`config.mk`:
```
export PLATFORM = sky130hd
export DESIGN_NAME = pipe_stage_reg
export DESIGN_NICKNAME = d
export VERILOG_FILES = /design/src/rtl/pipe_pkg.sv /design/src/rtl/pipe_perf_cnt.sv /design/src/rtl/pipe_stage_reg.sv
export SDC_FILE = /design/constraint.sdc
export NUM_CORES = 1
export LEC_CHECK = 0
export ABC_AREA = 0
export CORE_MARGIN = 1
export CORE_UTILIZATION = 30
export CTS_CLUSTER_DIAMETER = 60
export DETAILED_ROUTE_END_ITERATION = 6
export DONT_BUFFER_PORTS = 1
export PLACE_DENSITY = 0.45
export SETUP_SLACK_MARGIN = 0.3
export SYNTH_ARGS = -nofsm -noshare
export SYNTH_HDL_FRONTEND = slang
export SYNTH_SLANG_ARGS = --single-unit
```
`constraint.sdc`:
```
create_clock -name clk -period 6.65 [get_ports clk]
set_input_delay 0.9975 -clock clk [delete_from_list [all_inputs] [get_ports clk]]
set_output_delay 0.9975 -clock clk [all_outputs]
set_load 0.1 [all_outputs]
```
`src/rtl/pipe_pkg.sv`:
```
// Shared types and constants for the MIPS inter-stage pipeline registers.
package pipe_pkg;

  typedef enum logic [1:0] {
    EMPTY = 2'd0,
    FULL1 = 2'd1,
    FULL2 = 2'd2
  } pipe_state_e;

  localparam int unsigned PC_W_DEF   = 32;
  localparam int unsigned DATA_W_DEF = 32;
  localparam int unsigned CTRL_W_DEF = 16;

  localparam logic [CTRL_W_DEF-1:0] CTRL_NOP = '0;

  // Control-bundle layout, kept in sync with the decoder.
  localparam int unsigned CTRL_REGWR_BIT  = 0;
  localparam int unsigned CTRL_MEMWR_BIT  = 1;
  localparam int unsigned CTRL_MEMRD_BIT  = 2;
  localparam int unsigned CTRL_BRANCH_BIT = 3;
  localparam int unsigned CTRL_ALU_LSB    = 4;
  localparam int unsigned CTRL_ALU_W      = 4;
  localparam int unsigned CTRL_WBSEL_BIT  = 15;

endpackage

```
`src/rtl/pipe_perf_cnt.sv`:
```
// Saturating event counter used by the pipeline-register perf hooks (PIPE_PERF_EN).
module pipe_perf_cnt #(
  parameter int unsigned CNT_W = 32
) (
  input  logic             clk,
  input  logic             reset,
  input  logic             inc,
  output logic [CNT_W-1:0] cnt
);

  always_ff @(posedge clk or posedge reset) begin
    if (reset)
      cnt <= '0;
    else if (inc && (cnt != {CNT_W{1'b1}}))
      cnt <= cnt + 1'b1;
  end

endmodule

```
`src/rtl/pipe_stage_reg.sv`:
```
// Valid/ready inter-stage register with 2-entry skid buffer and flush-to-bubble.
// Optional perf counters are built when PIPE_PERF_EN is defined.
module pipe_stage_reg
  import pipe_pkg::*;
#(
  parameter int unsigned       PC_W     = PC_W_DEF,
  parameter int unsigned       DATA_W   = DATA_W_DEF,
  parameter int unsigned       CTRL_W   = CTRL_W_DEF,
  parameter logic [PC_W-1:0]   RESET_PC = '0,
  parameter int unsigned       CNT_W    = 32
) (
  input  logic              clk,
  input  logic              reset,
  input  logic              flush,
  input  logic              in_valid,
  output logic              in_ready,
  input  logic [PC_W-1:0]   in_pc,
  input  logic [DATA_W-1:0] in_data,
  input  logic [CTRL_W-1:0] in_ctrl,
  output logic              out_valid,
  input  logic              out_ready,
  output logic [PC_W-1:0]   out_pc,
  output logic [DATA_W-1:0] out_data,
  output logic [CTRL_W-1:0] out_ctrl
`ifdef PIPE_PERF_EN
  ,
  output logic [CNT_W-1:0]  stall_cnt,
  output logic [CNT_W-1:0]  bubble_cnt,
  output logic [CNT_W-1:0]  flush_cnt
`endif
);

  pipe_state_e       state;
  logic              valid_q, ready_q;
  logic [PC_W-1:0]   main_pc,   skid_pc;
  logic [DATA_W-1:0] main_data, skid_data;
  logic [CTRL_W-1:0] main_ctrl, skid_ctrl;
  logic              in_fire, out_fire;

  assign in_fire  = in_valid & ready_q;
  assign out_fire = valid_q & out_ready;

  // Outputs come straight from flops: no combinational in_* -> out_* path.
  assign in_ready  = ready_q;
  assign out_valid = valid_q;
  assign out_pc    = main_pc;
  assign out_data  = main_data;
  assign out_ctrl  = main_ctrl;

  always_ff @(posedge clk or posedge reset) begin
    if (reset) begin
      state     <= EMPTY;
      valid_q   <= 1'b0;
      ready_q   <= 1'b1;
      main_pc   <= RESET_PC;
      main_data <= '0;
      main_ctrl <= '0;
      skid_pc   <= '0;
      skid_data <= '0;
      skid_ctrl <= '0;
    end else if (flush) begin
      // Kill everything held; pc/data stay as stale payload behind a NOP.
      state     <= EMPTY;
      valid_q   <= 1'b0;
      ready_q   <= 1'b1;
      main_ctrl <= '0;
      skid_ctrl <= '0;
    end else begin
      case (state)
        EMPTY: begin
          if (in_fire) begin
            main_pc   <= in_pc;
            main_data <= in_data;
            main_ctrl <= in_ctrl;
            valid_q   <= 1'b1;
            state     <= FULL1;
          end
        end
        FULL1: begin
          if (in_fire && out_fire) begin
            main_pc   <= in_pc;
            main_data <= in_data;
            main_ctrl <= in_ctrl;
          end else if (in_fire) begin
            skid_pc   <= in_pc;
            skid_data <= in_data;
            skid_ctrl <= in_ctrl;
            ready_q   <= 1'b0;
            state     <= FULL2;
          end else if (out_fire) begin
            main_ctrl <= '0;
            valid_q   <= 1'b0;
            state     <= EMPTY;
          end
        end
        FULL2: begin
          if (out_ready) begin
            main_pc   <= skid_pc;
            main_data <= skid_data;
            main_ctrl <= skid_ctrl;
            skid_ctrl <= '0;
            ready_q   <= 1'b1;
            state     <= FULL1;
          end
        end
        default: begin
          state   <= EMPTY;
          valid_q <= 1'b0;
          ready_q <= 1'b1;
        end
      endcase
    end
  end

`ifdef PIPE_PERF_EN
  pipe_perf_cnt #(.CNT_W(CNT_W)) u_stall_cnt (
    .clk(clk), .reset(reset), .inc(valid_q & ~out_ready), .cnt(stall_cnt)
  );
  pipe_perf_cnt #(.CNT_W(CNT_W)) u_bubble_cnt (
    .clk(clk), .reset(reset), .inc(~valid_q), .cnt(bubble_cnt)
  );
  pipe_perf_cnt #(.CNT_W(CNT_W)) u_flush_cnt (
    .clk(clk), .reset(reset), .inc(flush), .cnt(flush_cnt)
  );
`endif

endmodule

```
* After elaboration in Yosys (flattened, before gate mapping) *
Index checks and enable logic that the tools add are counted.

storage, ports and cells
  logic and storage cells = 78
  output and inout bits = 82
  bits in registers = 164
  input port bits = 85

cells by class
  multiplexer cells = 37
  bitwise logic cells = 4
  reductions and logical operators = 12
  eq/ne operators = 16

operator list
  cell                count
  $mux 32             6
  $pmux 32 s3         2
  $mux 16             9
  $pmux 16 s3         1
  $pmux 16 s2         1
  $ne 3x3->1 const B  6
  $reduce_and 4->1    4
  $reduce_and 5->1    3
  $mux 2              6
  $ne 4x4->1 const B  3
  $ne 2x2->1 const B  5
  $mux 1              9
  $pmux 1 s3          2
  $pmux 2 s3          1
  $reduce_bool 3->1   2
  $reduce_bool 4->1   1
  $and 1x1->1         2
  $eq 2x1->1 const B  1
  $eq 2x2->1 const B  1
  $logic_not 2->1     1
  $not 1->1           2
  $logic_and 1x1->1   1

* Depth between registers and ports, before layout *
Gate-level depths: netlist of the first run.

  word-level depth = 6
  depth in mapped cells = 9
  gate-level depth less buffers = 6

* Worst setup path after synthesis of the first run *
OpenSTA, ideal clock, no wires.

  kind = register to register
  start = reg valid_q (netlist: out_valid)
  end = reg main_data[0] (netlist: out_data[0])
  setup time = 0.125 ns
  stages on the path, launching flop included = 7
  data required time = 6.525 ns
  path buffers = 2
  arrival time = 2.416 ns
  path slack = 4.109 ns
  period minus slack after synthesis = 2.541 ns
  cell sequence = dfrtp_1 nand2_1 o21a_1 or4_1 buf_6 buf_6 mux2_4

on the way
  cells in the longest elaborated chain, start to end = 4

RTL lines
  what                        RTL line              text
  start, declared             pipe_stage_reg.sv:34  logic valid_q, ready_q;
  start signal, assigned      pipe_stage_reg.sv:53  valid_q <= 1'b0;
  start signal, assigned      pipe_stage_reg.sv:64  valid_q <= 1'b0;
  start signal, assigned      pipe_stage_reg.sv:75  valid_q <= 1'b1;
  $and 1x1->1                 pipe_stage_reg.sv:41  assign out_fire = valid_q & out_ready;
  $logic_and 1x1->1           pipe_stage_reg.sv:80  if (in_fire && out_fire) begin
  $ne 2x2->1 (no line)        --
  $reduce_and 5->1 (no line)  --
  end signal, assigned        pipe_stage_reg.sv:73  main_data <= in_data;
  end signal, assigned        pipe_stage_reg.sv:82  main_data <= in_data;
  end signal, assigned        pipe_stage_reg.sv:99  main_data <= skid_data;
  end, declared               pipe_stage_reg.sv:36  logic [DATA_W-1:0] main_data, skid_data;

Every way passes these cells.
A chain may end at the register's enable or synchronous reset.

* Final worst setup path of the first run *
  start = reg state[0]
  end = reg main_pc[5] (netlist: out_pc[5])

on the way
  cells in the longest elaborated chain, start to end = 3
  elaborated cells between the ends (all ways) = 9
  those cells by class = eq/ne (5); mux (1); reduce/logical (3)

RTL lines
  what                                                       RTL line              text
  start, declared                                            pipe_stage_reg.sv:33  pipe_state_e state;
  start signal, assigned                                     pipe_stage_reg.sv:52  state <= EMPTY;
  start signal, assigned                                     pipe_stage_reg.sv:63  state <= EMPTY;
  start signal, assigned                                     pipe_stage_reg.sv:76  state <= FULL1;
  $eq 2x1->1, or another cell as far along                   pipe_stage_reg.sv:69  case (state)
  $ne 2x2->1 (no line) or $reduce_bool 3->1 (tied branches)  --
  $reduce_and 5->1 (no line)                                 --
  end signal, assigned                                       pipe_stage_reg.sv:72  main_pc <= in_pc;
  end signal, assigned                                       pipe_stage_reg.sv:81  main_pc <= in_pc;
  end signal, assigned                                       pipe_stage_reg.sv:98  main_pc <= skid_pc;
  end, declared                                              pipe_stage_reg.sv:35  logic [PC_W-1:0] main_pc, skid_pc;

Parallel ways exist; a longest one is shown, timed or not.

==> out/results.txt, run 1 <==
cts bufs inserted -> 17
crit end category -> flip-flop
final slew viol count -> 0
Yosys cell types -> 37
cell row count -> 57
die height -> 161 µm
vias per cell -> 4.96
register area share after synthesis -> 54.4%
# Post-CTS Setup Buffers -> 0
critical path type -> reg -> reg
met1 WL -> 7050 µm
Relative slew margins -> 25.1%
initial drt markers -> 141
commonest cells after routing, fill and taps aside -> dfrtp_1 (163), mux2_2 (132), mux2_4 (60)
Tcrit/Tclk final -> 50.1%
status -> complete, no violations
initial antenna violation count -> 0
top cell family by delay on the critical path -> simple AND/OR/NAND/NOR gates
Avg Inst Size Synth -> 15.0 µm²
CP endpoint -> out_pc[5]
initial core utilization -> 30.9%
vias in the first global route -> 4432
post-synthesis register bit count -> 164
Die X-Extent -> 161 µm
HPWL Detailed -> 10600 µm
vias -> 4133
top routing layer in use -> met4
H-tree depth -> 4
Setup Skew -> 0.0122 ns
slowest cell delay on critical path -> 0.63 ns
Slew @ Worst Pin -> 1.12 ns
Worst path slowest cell -> buf_4
die area -> 25800 µm²
crit-path max FO -> 33
HP Start -> skid_pc[15]
Synth-to-Final Area Change -> 12.3%
cell taking the most area after synthesis -> dfrtp_1
RSZ-0062 raised after global routing -> no
Cell Chain, Critical Path -> inv_1 -> ha_4 -> nor2b_4 -> o21a_1 -> or4_4 -> buf_4 -> mux2_2
layout cells sized above 1 -> 46.8%
Root Buffer -> clkbuf_16
RR Startpoint -> state[0]
Residual DRC -> 0
Crit path required time -> 6.95 ns
Detailed Route WL -> 16600 µm
RR Endpoint -> out_pc[5]
met3 WL -> 1510 µm
first-pass GRT wire length -> 26400 µm
clk buf depth -> 2
DR pass1 iterations -> 4
commonest non-fill, non-tap cell in the layout -> dfrtp_1
Worst setup SP type -> flip-flop
largest net degree at the start of global routing -> 92
Syn Nets -> 594
min Tclk post-route -> 3.33 ns
Critical Path AT -> 3.64 ns
CP Depth -> 7
sum of negative setup slack -> 0 ns
filler instances -> 2304
synthesized area -> 7550 µm²
Overflow after GRT -> 0
nets -> 586
Setup crit start -> state[0]
number of routed nets with antenna violations -> 0
GRT Overall Usage -> 13.2%
Max-Cap Viols -> 0
CTS Sinks -> 164
Mapped Cells -> 504
Clock transition at path regs -> 0.07 ns
CP Buf/Inv Count -> 2
WL/cell -> 19.9 µm
post-CTS sizing -> 0
RD Place Congestion -> 0.728
# setup viols final -> 0
Worst Reg-to-Reg Cells -> 7
I/O pins -> 167
hold buffer count at CTS -> 0
HP Class -> reg -> reg
Worst R2R Setup Slack -> 3.32 ns
top cell type's share of synthesized area -> 54.0%
CTS tree -> built
antenna cells -> 0
number of port buffers -> 0
met2 routed WL -> 7820 µm
fmax -> 300 MHz
Core Area -> 24500 µm²
clock latency on the worst-skew pair -> 0.42 ns
Final Hold Vio Count -> 0
largest cells by area after synthesis -> dfrtp_1 (54%), mux2_2 (20%), mux2_4 (12%)
YS warnings -> 0
## metal layers
| metal | track usage (%) | vias up |
|---|---|---|
| li1 | - | 1851 |
| met1 | 16.2 | 2127 |
| met2 | 20.8 | 140 |
| met3 | 5.73 | 15 |
| met4 | 4.55 | 0 |
| met5 | 0 | - |
## state kept, by name (all words and copies together) (netlist names)
register and flops:
out_data 32, out_pc 32, skid_data 32, skid_pc 32, out_ctrl 16, skid_ctrl 16, state 2, in_ready 1
out_valid 1
## per-stage QoR
step	setup WS, ns	hold slack (ns)	area [µm²]	util [%]	std cells
3_5_place_dp	3.27	0.492	7850	32.1	801
3_3_place_gp	3.29	0.483	7850	32.1	801
4_1_cts	3.25	0.507	8480	34.7	833
2_1_floorplan	1.22	0.474	7550	-	504
5_1_grt	3.13	0.521	8480	34.7	833
6_report	3.32	0.502	8480	34.7	833
## area by class of cell
| cell class | instances | area, µm² | area share, % |
|---|---|---|---|
| Multi-Input combinational cell | 303 | 3270 | 38.6 |
| Tap cell | 324 | 405 | 4.78 |
| Clock inverter | 14 | 191 | 2.26 |
| Timing Repair Buffer | 6 | 45.0 | 0.531 |
| Clock buffer | 18 | 439 | 5.18 |
| Sequential cell | 164 | 4110 | 48.4 |
| Inverter | 4 | 20.0 | 0.236 |
## worst register-to-register path, delay by kind of cell, from the launching register on
kind | cells | cell delay [ns]
and+or+nand+nor | 2 | 0.85
buffers and inverters | 2 | 0.83
adders and majority gates | 1 | 0.48
DFF | 1 | 0.45
muxes | 1 | 0.44
AOI/OAI and AO/OA | 1 | 0.17
## worst min path at each step
stage                               end  depth (start not counted)
after floorplan            skid_ctrl[0]                          1
after global routing         skid_pc[1]                          1
after global placement    skid_data[25]                          1
after detailed placement  skid_data[26]                          1
after CTS                   skid_pc[15]                          1
final                       skid_pc[15]                          1
## logic make-up after synthesis
kind of cell,share of synthesized area [%]
compound gates,7.31
flops,54.4
mux,31.8
buf+inv,2.65
fa+ha+maj,0.829
simple gates,3.05
## cells in the mapped netlist (all sizes together)
| master | number |
|---|---|
| o31ai | 1 |
| a211oi | 1 |
| o21ai | 3 |
| o2bb2ai | 16 |
| mux2 | 192 |
| dfstp | 1 |
| o41ai | 1 |
| o21ba | 1 |
| mux2i | 1 |
| a211o | 2 |
| nand2 | 4 |
| nand2b | 1 |
| clkbuf | 17 |
| and3 | 1 |
| ha | 5 |
| nor2 | 3 |
| or3 | 1 |
| buf | 16 |
| nor4b | 1 |
| a221oi | 16 |
| and2 | 2 |
| o21a | 2 |
| a21o | 2 |
| nor2b | 21 |
| a2111oi | 1 |
| or4 | 2 |
| inv | 4 |
| a21oi | 4 |
| nor3 | 2 |
| a31oi | 1 |
| dfrtp | 163 |
| a22o | 16 |
Power of run 1 is not shown: default switching activity piles up to over one toggle a cycle in this logic, so the estimate is an artifact.
==> run 2, diff against run 1 <==
--- a/config.mk
+++ b/config.mk
@@ -11,7 +11,7 @@
 export CTS_CLUSTER_DIAMETER = 60
 export DETAILED_ROUTE_END_ITERATION = 6
 export DONT_BUFFER_PORTS = 1
-export PLACE_DENSITY = 0.45
+export PLACE_DENSITY = 0.46
 export SETUP_SLACK_MARGIN = 0.3
 export SYNTH_ARGS = -nofsm -noshare
 export SYNTH_HDL_FRONTEND = slang
==> constraint.sdc (replaced) <==
create_clock -name clk -period 3.05 [get_ports clk]
set_input_delay 0.4575 -clock clk [delete_from_list [all_inputs] [get_ports clk]]
set_output_delay 0.4575 -clock clk [all_outputs]
set_load 0.1 [all_outputs]
==> out/results.txt, run 2 (same netlist as run 1, synthesis figures left out) <==
fmax -> 399 MHz
vias in the first global route -> 4520
post-route setup slack -> 0.541 ns
Critical Path AT -> 2.84 ns
Setup Skew -> 0.00824 ns
Cell Count, Final, Fillers Out -> 841
sum of negative setup slack -> 0 ns
min Tclk post-route -> 2.51 ns
Max-Cap Viols -> 0
Root Buffer -> clkbuf_16
Cell Chain, Critical Path -> inv_1 -> ha_4 -> buf_4 -> and2_0 -> buf_4 -> a221oi_1 -> o2bb2ai_1
initial drt markers -> 149
Synth-to-Final Area Change -> 13.0%
CP endpoint -> out_ctrl[3]
clk buf depth -> 2
# setup viols final -> 0
I/O pins -> 167
top cell family by delay on the critical path -> buffers and inverters
cts bufs inserted -> 17
cell row count -> 57
Place WS -> 0.515 ns
Worst path slowest cell -> buf_4
Final Hold Vio Count -> 0
largest net degree at the start of global routing -> 80
RD Place Congestion -> 0.774
vias per cell -> 4.97
H-tree depth -> 4
Worst R2R Setup Slack -> 0.54 ns
total area of sequential cells -> 4110 µm²
Detailed Route WL -> 16600 µm
HP Class -> in -> reg
crit end category -> flip-flop
number of routed nets with antenna violations -> 0
initial antenna violation count -> 0
number of port buffers -> 0
GRT Overall Usage -> 13.5%
clock latency on the worst-skew pair -> 0.42 ns
area of the multi-input gates -> 3270 µm²
first-pass GRT wire length -> 26900 µm
WL/cell -> 19.8 µm
Crit path required time -> 3.38 ns
RR Startpoint -> state[0]
commonest non-fill, non-tap cell in the layout -> dfrtp_1
die area -> 25800 µm²
Relative slew margins -> 31.0%
nets -> 594
HPWL Detailed -> 10400 µm
slowest cell delay on critical path -> 0.79 ns
critical path type -> reg -> reg
Setup crit start -> state[0]
initial core utilization -> 30.9%
status -> complete, no violations
Worst Reg-to-Reg Cells -> 7
layout cells sized above 1 -> 47.2%
Tcrit/Tclk final -> 82.3%
Slew @ Worst Pin -> 1.04 ns
CTS Sinks -> 164
filler instances -> 2381
Core Area -> 24500 µm²
commonest cells after routing, fill and taps aside -> dfrtp_1 (163), mux2_2 (132), mux2_4 (60)
Clock transition at path regs -> 0.06 ns
Cell Count Post-Placement -> 808
CTS tree -> built
most used cell, CP -> buf_4
CP Depth -> 7
Die X-Extent -> 161 µm
RSZ-0062 raised after global routing -> no
Residual DRC -> 0
RR Endpoint -> out_ctrl[3]
crit-path max FO -> 71
Overflow after GRT -> 0
vias -> 4180
Worst setup SP type -> flip-flop
final slew viol count -> 0
DR pass1 iterations -> 5
die height -> 161 µm
CP Buf/Inv Count -> 3
antenna cells -> 0
# Post-CTS Setup Buffers -> 0
run 2: changes by cell type in the layout (fill, tap and decap cells not counted):
cell / change
buf_12: +4
buf_4: +3
inv_8: -3
bufinv_16: -2
clkinv_2: +2
clkinvlp_4: +2
clkbuf_8: +1
clkinv_4: -1
dlygate4sd3_1: +1
inv_6: +1
nor3_1: +1
nor3_2: -1
run 2: metrics by stage:
stage               util [%]  instance area [µm²]  hold WS [ns]
floorplan                  -                 7550         0.474
global placement        32.5                 7940         0.382
global route            34.9                 8530        0.0698
CTS                     34.9                 8530        0.0729
finish                  34.9                 8530        0.0961
detailed placement      32.5                 7940         0.385
run 2: cell type report:
| cell class | count | share of cell area [%] |
|---|---|---|
| flip-flops and latches | 164 | 48.1 |
| multi-input cells | 303 | 38.3 |
| clock buffers | 19 | 5.31 |
| well taps | 324 | 4.75 |
| repair buffers | 14 | 1.85 |
| clock inverters | 13 | 1.45 |
| inverters | 4 | 0.220 |
run 2: repair_timing:
item	4_1_cts	5_1_grt
gates resized for setup	0	0
endpoints found under the setup margin	0	0
endpoints found under the hold margin	17	0
hold buffers	1	0
run 2: worst min path at each step:
stage	cells after the start	start	slack [ns]	to
detailed placement	1	reset	0.39	out_data[27]
global placement	1	reset	0.38	out_data[27]
floorplan	1	skid_ctrl[0]	0.47	skid_ctrl[0]
finish	1	flush	0.1	out_valid
global route	1	flush	0.07	out_valid
CTS	1	flush	0.07	out_valid
run 2: metal layers:
| layer | global-route usage, % | vias up | wire, µm |
|---|---|---|---|
| met3 | 5.53 | 13 | 1670 |
| met5 | 0 | - | 0 |
| met2 | 20.7 | 142 | 7660 |
| met4 | 4.76 | 0 | 217 |
| met1 | 17.0 | 2160 | 7090 |
| li1 | - | 1865 | - |
Power of run 2 is left out for the same reason.
==> run 3, diff against run 2 <==
--- a/config.mk
+++ b/config.mk
@@ -11,7 +11,7 @@
 export CTS_CLUSTER_DIAMETER = 60
 export DETAILED_ROUTE_END_ITERATION = 6
 export DONT_BUFFER_PORTS = 1
-export PLACE_DENSITY = 0.46
+export PLACE_DENSITY = 0.45
 export SETUP_SLACK_MARGIN = 0.3
 export SYNTH_ARGS = -nofsm -noshare
 export SYNTH_HDL_FRONTEND = slang
==> constraint.sdc (replaced) <==
create_clock -name clk -period 2.4 [get_ports clk]
set_input_delay 0.36 -clock clk [delete_from_list [all_inputs] [get_ports clk]]
set_output_delay 0.36 -clock clk [all_outputs]
set_load 0.1 [all_outputs]
==> out/results.txt, run 3 (same netlist as run 1, synthesis figures left out) <==
DR pass1 iterations -> 4
GRT Overall Usage -> 14.7%
crit end category -> flip-flop
RR Startpoint -> state[0]
Critical Path AT -> 2.56 ns
Setup Skew -> 0.00878 ns
most used cell, CP -> buf_4
Tcrit/Tclk final -> 93.9%
crit-path max FO -> 10
Worst Reg-to-Reg Cells -> 7
HP Class -> in -> reg
fmax -> 444 MHz
RD Place Congestion -> 0.741
Cell Chain, Critical Path -> buf_4 -> ha_4 -> o21a_1 -> or4_4 -> buf_4 -> clkbuf_16 -> mux2_4
Max-Cap Viols -> 0
min Tclk post-route -> 2.25 ns
Worst R2R Setup Slack -> 0.15 ns
nets -> 614
Relative slew margins -> 34.5%
I/O pins -> 167
Crit path required time -> 2.71 ns
Overflow after GRT -> 0
die height -> 161 µm
RSZ-0062 raised after global routing -> yes
clock latency on the worst-skew pair -> 0.42 ns
status -> complete, no violations
CP Depth -> 7
layout cells sized above 1 -> 52.3%
final slew viol count -> 0
first-pass GRT wire length -> 29000 µm
number of port buffers -> 0
Root Buffer -> clkbuf_16
commonest non-fill, non-tap cell in the layout -> dfrtp_1
slowest cell delay on critical path -> 0.51 ns
initial core utilization -> 30.9%
Worst setup SP type -> flip-flop
Residual DRC -> 0
utilization after layout -> 36.8%
CTS Sinks -> 164
Detailed Route WL -> 18200 µm
CP endpoint -> out_pc[22]
HPWL Detailed -> 10800 µm
Synth-to-Final Area Change -> 19.2%
initial drt markers -> 228
filler instances -> 2295
CP Buf/Inv Count -> 3
H-tree depth -> 4
Clock transition at path regs -> 0.07 ns
cts bufs inserted -> 17
critical path type -> reg -> reg
Setup crit start -> state[0]
number of routed nets with antenna violations -> 0
cell row count -> 57
Die X-Extent -> 161 µm
WL/cell -> 21.1 µm
Final Hold Vio Count -> 0
clk buf depth -> 2
Core Area -> 24500 µm²
antenna cells -> 0
RR Endpoint -> out_pc[22]
Worst path slowest cell -> or4_4
top cell family by delay on the critical path -> buffers and inverters
Slew @ Worst Pin -> 0.983 ns
initial antenna violation count -> 0
CTS tree -> built
vias -> 4263
largest net degree at the start of global routing -> 72
commonest cells after routing, fill and taps aside -> dfrtp_1 (163), mux2_2 (132), mux2_4 (60)
die area -> 25800 µm²
vias per cell -> 4.95
vias in the first global route -> 4883
# setup viols final -> 0
## run 3: worst min path at each step
stage               cells past startpoint      endpoint         start  slack, ns
floorplan                               1  skid_ctrl[0]  skid_ctrl[0]       0.47
global placement                        1    skid_pc[5]         reset       0.25
detailed placement                      1    skid_pc[5]         reset       0.26
CTS                                     1      in_ready         flush       0.03
global route                            1      in_ready         flush       0.04
finish                                  1      in_ready         flush       0.05
## run 3: layout make-up
cell class,instances,area [µm²],share of cell area (%)
Sequential cell,164,4110,45.7
Clock buffer,17,425,4.73
Inverter,4,18.8,0.209
Tap cell,324,405,4.51
Multi-Input combinational cell,303,3360,37.4
Clock inverter,15,216,2.41
Timing Repair Buffer,34,458,5.09
## run 3: routing by layer
metal | vias to the layer above | global-route usage, % | share of wire [%] | routed length (µm)
met5 | - | 0 | 0 | 0
met4 | 0 | 5.45 | 1.7 | 307
met3 | 16 | 5.79 | 8.6 | 1570
met2 | 129 | 24.0 | 47 | 8630
met1 | 2217 | 17.3 | 42 | 7690
li1 | 1901 | - | - | -
## run 3: what timing repair did
| item | in CTS | in global routing |
|---|---|---|
| endpoints found under the setup margin | 64 | 145 |
| cloned | 3 | 2 |
| hold endpoints to repair | 15 | 0 |
| gates resized for setup | 8 | 22 |
| buffers inserted | 6 | 4 |
| hold buffers | 2 | 0 |
## run 3: through the flow
stage	TNS, ns	setup WS, ns	cells	hold WS [ns]	cell area [µm²]
after floorplan	-15.65	-0.141	504	0.474	7550
final	0	0.146	861	0.0524	8990
after CTS	0	0.147	855	0.0291	8810
after global routing	0	0.0957	861	0.0372	8990
after global placement	0	0.157	812	0.247	8000
after detailed placement	0	0.110	812	0.263	8000
Power of run 3 is left out for the same reason.
